File: src/rtl/stream_mux_2to1_rr.sv
// Two-input valid/ready stream merger with packet-aware round-robin arbitration.
// Registered output stage; y_sel tags the source channel of every beat.
module stream_mux_2to1_rr #(
  parameter int WIDTH    = 8,
  parameter bit PKT_LOCK = 1'b1
) (
  input  logic             clk,
  input  logic             rst_n,
  input  logic [WIDTH-1:0] i0,
  input  logic             i0_valid,
  input  logic             i0_last,
  output logic             i0_ready,
  input  logic [WIDTH-1:0] i1,
  input  logic             i1_valid,
  input  logic             i1_last,
  output logic             i1_ready,
  output logic [WIDTH-1:0] y,
  output logic             y_valid,
  output logic             y_last,
  output logic             y_sel,
  input  logic             y_ready
);

  typedef enum logic [1:0] {
    IDLE,
    LOCK0,
    LOCK1
  } state_t;

  state_t state_q, state_d;
  logic   prio_q, prio_d;
  logic   load;
  logic   rdy0, rdy1;
  logic   acc0, acc1;

  assign load = !y_valid || y_ready;

  // In IDLE a channel's ready looks only at the other channel's valid,
  // so no channel's ready ever depends on its own valid.
  always_comb begin
    rdy0 = 1'b0;
    rdy1 = 1'b0;
    unique case (state_q)
      IDLE: begin
        rdy0 = load && (!i1_valid || !prio_q);
        rdy1 = load && (!i0_valid || prio_q);
      end
      LOCK0: rdy0 = load;
      LOCK1: rdy1 = load;
      default: ;
    endcase
  end

  assign i0_ready = rdy0 && rst_n;
  assign i1_ready = rdy1 && rst_n;
  assign acc0     = i0_valid && i0_ready;
  assign acc1     = i1_valid && i1_ready;

  always_comb begin
    state_d = state_q;
    prio_d  = prio_q;
    unique case (1'b1)
      acc0: begin
        if (i0_last || !PKT_LOCK) begin
          state_d = IDLE;
          prio_d  = 1'b1;
        end else begin
          state_d = LOCK0;
        end
      end
      acc1: begin
        if (i1_last || !PKT_LOCK) begin
          state_d = IDLE;
          prio_d  = 1'b0;
        end else begin
          state_d = LOCK1;
        end
      end
      default: ;
    endcase
  end

  always_ff @(posedge clk or negedge rst_n) begin
    if (!rst_n) begin
      state_q <= IDLE;
      prio_q  <= 1'b0;
    end else begin
      state_q <= state_d;
      prio_q  <= prio_d;
    end
  end

  always_ff @(posedge clk or negedge rst_n) begin
    if (!rst_n) begin
      y       <= '0;
      y_valid <= 1'b0;
      y_last  <= 1'b0;
      y_sel   <= 1'b0;
    end else if (acc0 || acc1) begin
      y       <= acc1 ? i1 : i0;
      y_last  <= acc1 ? i1_last : i0_last;
      y_sel   <= acc1;
      y_valid <= 1'b1;
    end else if (y_ready) begin
      y_valid <= 1'b0;
    end
  end

endmodule

File: config.mk
export PLATFORM = sky130hd
export DESIGN_NAME = stream_mux_2to1_rr
export DESIGN_NICKNAME = d
export VERILOG_FILES = /design/src/rtl/stream_mux_2to1_rr.sv
export SDC_FILE = /design/constraint.sdc
export NUM_CORES = 1
export LEC_CHECK = 0
export ABC_AREA = 1
export CELL_PAD_IN_SITES_DETAIL_PLACEMENT = 1
export CELL_PAD_IN_SITES_GLOBAL_PLACEMENT = 1
export CORE_UTILIZATION = 43
export CTS_BUF_LIST = sky130_fd_sc_hd__clkbuf_16
export DETAILED_ROUTE_END_ITERATION = 10
export DONT_BUFFER_PORTS = 1
export PLACE_DENSITY_LB_ADDON = 0.1
export SLEW_MARGIN = 0
export SYNTH_ARGS = -nofsm -noshare
export SYNTH_HDL_FRONTEND = slang
export SYNTH_SLANG_ARGS = --single-unit
File: constraint.sdc
create_clock -name clk -period 2.6 [get_ports clk]
set_input_delay 0.52 -clock clk [delete_from_list [all_inputs] [get_ports clk]]
set_output_delay 0.52 -clock clk [all_outputs]
set_load 0.01 [all_outputs]
# Word-level counts from Yosys, hierarchy flattened

Cells that the tools add are included.

Equality and inequality tests: 4
Muxes and demuxes: 12
Reductions and logical operators: 18

Operators with widths:

| kind                 | count |
|---|---|
| $mux W8              | 1 |
| $logic_and A1 B1 Y1  | 6 |
| $mux W1              | 6 |
| $pmux W1 S2          | 3 |
| $logic_not A1 Y1     | 4 |
| $logic_or A1 B1 Y1   | 4 |
| $ne A2 B2 Y1 const B | 2 |
| $pmux W2 S2          | 1 |
| $reduce_bool A2 Y1   | 2 |
| $reduce_and A3 Y1    | 1 |
| $eq A2 B1 Y1 const B | 1 |
| $eq A2 B2 Y1 const B | 1 |
| $logic_not A2 Y1     | 1 |
| $mux W2              | 1 |

Bits in registers: 14

# Logic depth before layout (Yosys ltp)

Depth in word-level cells: 8
Depth in mapped cells: 8
Gate-level depth less buffers: 8

# Worst setup path before layout

Ideal clock, no wire load.

Path kind: input to output
Start point: in y_ready
End point: out i1_ready
Arrival time: 0.944 ns
Required time: 2.080 ns
Setup slack: 1.136 ns
Stages on the path: 3
Cell sequence: nor2_1 > nor2_4 > and2_1

Longest elaborated chain between the ends: 4

RTL lines:

| item                  | RTL line | source |
|---|---|---|
| from (decl)           | 21       | `input logic y_ready` |
| $logic_or A1 B1 Y1 *  | 36       | `assign load = !y_valid \|\| y_ready;` |
| $logic_and A1 B1 Y1   | 46       | `rdy1 = load && (!i0_valid \|\| prio_q);` |
| $pmux W1 S2 *         | 43       | `unique case (state_q)` |
| $logic_and A1 B1 Y1 * | 55       | `assign i1_ready = rdy1 && rst_n;` |
| to (decl)             | 16       | `output logic i1_ready,` |

Every way passes the cells marked *; elsewhere a longest branch is shown, timed or not.

# Worst setup path in the final report

Start point: reg y_valid
End point: out i1_ready

Longest elaborated chain between the ends: 5

RTL lines:

| item                   | RTL line | source |
|---|---|---|
| from (decl)            | 18       | `output logic y_valid,` |
| from (signal assigned) | 96       | `y_valid <= 1'b0;` |
| from (signal assigned) | 103      | `y_valid <= 1'b1;` |
| from (signal assigned) | 105      | `y_valid <= 1'b0;` |
| $logic_not A1 Y1 *     | 36       |  |
| $logic_or A1 B1 Y1 *   | 36       |  |
| $logic_and A1 B1 Y1    | 46       |  |
| $pmux W1 S2 *          | 43       |  |
| $logic_and A1 B1 Y1 *  | 55       |  |

Marks and branches as above.

==> impl_metrics.csv <==
group,metric,value,unit
outcome,status,"finished with violations",
outcome,violations,"design-rule violations",
clocking,clockBufferDepth,2,
synthesis,yosysWarnings,0,
setup_path,arrival,1.17,ns
min_path,holdPathStages,2,
setup_path,critPathCaptureType,"output pin",
finish,antenna_cells,0,
synthesis,netlist_instances,101,
synthesis,syn_nets,124,
route,firstDrtPassIters,7,
synthesis,ys_seq_area_frac,0.467,
sta,period_minus_slack,1.69,ns
synthesis,synth_commonest_cells,"nand2_1 (34), inv_1 (16), dfrtp_1 (14), nor2_1 (11), o21ai_1 (10)",
sta,finalWorstSetupSlack,0.915,ns
sta,max_freq,0.593,GHz
route,viasPerCell,5.31,
min_path,hold_class,"primary input to register",
sta,skew,0.00139,ns
sta,tightest_slew,0.623,ns
synthesis,synth_edf_count,0,
power,powerDensity,1200,nW/um^2
clocking,clkSlewWorstSetupHoldPaths,0.04,ns
synthesis,synth_seq_cells,14,
setup_path,path_class,"register to output pin",
placement,place_ws,1.02,ns
setup_path,reg2reg_from,"y_valid$_DFFE_PN0P_",
route,vias,632,
placement,place_congestion,0.808,
sta,timing.final.hold_violations,0,
floorplanning,row_count,14,
global_routing,grt_pass1_wl,2660,microns
global_routing,grt_pass1_vias,611,
flow_run,cap_violations,0,
route,antenna_left,0,
route,drt_iter0_drc,7,
floorplanning,core_area,1580,sq um
route,wl_per_cell,13.6,microns
route,drc,2,
synthesis,synthArstFlopShare,1.00,
finish,final_util,0.531,
power,p_leak,0.467,nW
finish,drive_gt1_frac,0.0874,
clocking,cts_setup_buffers,0,
placement,hpwl,1170,microns
clocking,clock_sinks,14,
global_routing,grt_use_total,0.195,
sta,finalSetupTns,0,ns
setup_path,worst_r2r_endpoint,"y[4]$_DFFE_PN0P_",
clocking,cts_tree,"yes",
global_routing,overflow,0,
setup_path,start_kind,"register",
clocking,htreeDepth,1,
clocking,numCtsBuffers,3,
floorplanning,fp.dieH,43.8,microns
floorplanning,ios,36,
synthesis,yosysMostFrequentCell,"nand2_1",
power,power,1.00,mW
placement,placedCellCount,115,
floorplanning,start_util,0.476,
setup_path,critPathMaxFanout,3,
synthesis,synth_top_cells_by_area,"dfrtp_1 (47%), nand2_1 (17%), inv_1 (8.0%), o21ai_1 (6.7%), nor2_1 (5.5%)",
floorplanning,die-width,43.8,microns
clocking,cts-root-buf,"clkbuf_16",
finish,fin_cells,119,
synthesis,synth_top_flop_cell,"dfrtp_1",
sta,finalCritPeriodShare,0.648,
sta,rsz0062_at_grt,"no",
min_path,holdPathEnd,"prio_q$_DFFE_PN0P_",
setup_path,required,2.08,ns
synthesis,synth.top_cell.area_share,0.467,
route,totalWireLength,1620,microns
sta,max_slew_margin,0.583,
floorplanning,dieArea,1920,sq um
sta,finalMaxSlewViolations,0,
synthesis,post-synth-top-area-cell,"dfrtp_1",
setup_path,r2r_slack,1.09,ns
global_routing,antenna_found_initial,0,
synthesis,netlist_area,751,sq um
min_path,hp-start,"i0_last",
clocking,clk_latency,0.24,ns
power,ir_drop,0.609,mV
synthesis,synth_area_per_cell,7.43,sq um
sta,finalSetupViolations,0,
placement,port_buffers,0,
finish,nets,128,
synthesis,synth.distinct_cells,16,
setup_path,rr_worst_depth,8,
global_routing,grt_max_degree,20,
finish,syn_to_final_growth,11.5,%
## logic make-up after synthesis
group,count (synthesis),share of synthesized area
buf+inv,20,0.115
compound gates,10,0.0667
simple gates,57,0.352
flops,14,0.467
## sequential cells by signal, summed over array words and instances, names as in the netlist
signal   flops
y_sel        1
y_valid      1
prio_q       1
state_q      2
y_last       1
y            8
## how the worst max path moves through the flow
stage	startpoint	endpoint	slack (ns)	depth (start not counted)
global placement	y_ready	y[2]$_DFFE_PN0P_	1.09	7
finish	y_valid$_DFFE_PN0P_	i1_ready	0.91	4
floorplan	y_ready	i1_ready	1.14	3
detailed placement	y_ready	y[4]$_DFFE_PN0P_	1.02	7
global route	y_valid$_DFFE_PN0P_	i0_ready	0.84	5
CTS	y_valid$_DFFE_PN0P_	i1_ready	0.90	4
## cells in the final DEF, fill, tap and decap left out
master         instances
and2_1                 1
clkbuf_16              3
dfrtp_1               14
dlygate4sd3_1          1
inv_1                 16
inv_2                  2
nand2_1               34
nand2_2                1
nand2_4                1
nand3_1                2
nand3_4                1
nand3b_1               1
nand4_1                4
nor2_1                11
nor2_4                 1
o21ai_1               10
## worst max-delay path: stages, from the launching register on
cell and delay (ns):
dfrtp_1 0.41, inv_1 0.06, nor2_1 0.21, nor2_4 0.07, and2_1 0.17
## repair_timing
action,CTS,global route
hold endpoints to repair,14,0
gates resized for setup,0,0
hold buffers,1,0
## per-stage QoR
stage	area (sq um)	hold slack (ns)
2_1_floorplan	751	0.224
3_3_place_gp	752	0.225
3_5_place_dp	752	0.225
4_1_cts	837	0.442
5_1_grt	837	0.451
6_report	837	0.445
## power by group
part	switching (mW)	internal [mW]
sequential	0.111	0.326
combinational	0.189	0.0966
clock	0.0822	0.201
## cell type report
cell class                 count  area (sq um)
multi-input combinational     67           314
tap                           16          20.0
timing repair buffer           1          10.0
clock buffer                   3          75.1
inverter                      18          67.6
fill                         199           739
sequential                    14           350
## per-layer routing
layer	global-route usage	wire [microns]	vias to the layer above
met5	0	0	-
met4	0.0938	24	0
met1	0.217	657	288
met2	0.328	809	27
met3	0.0708	124	3
li1	-	-	314
Power figures use the tool's default switching activity.
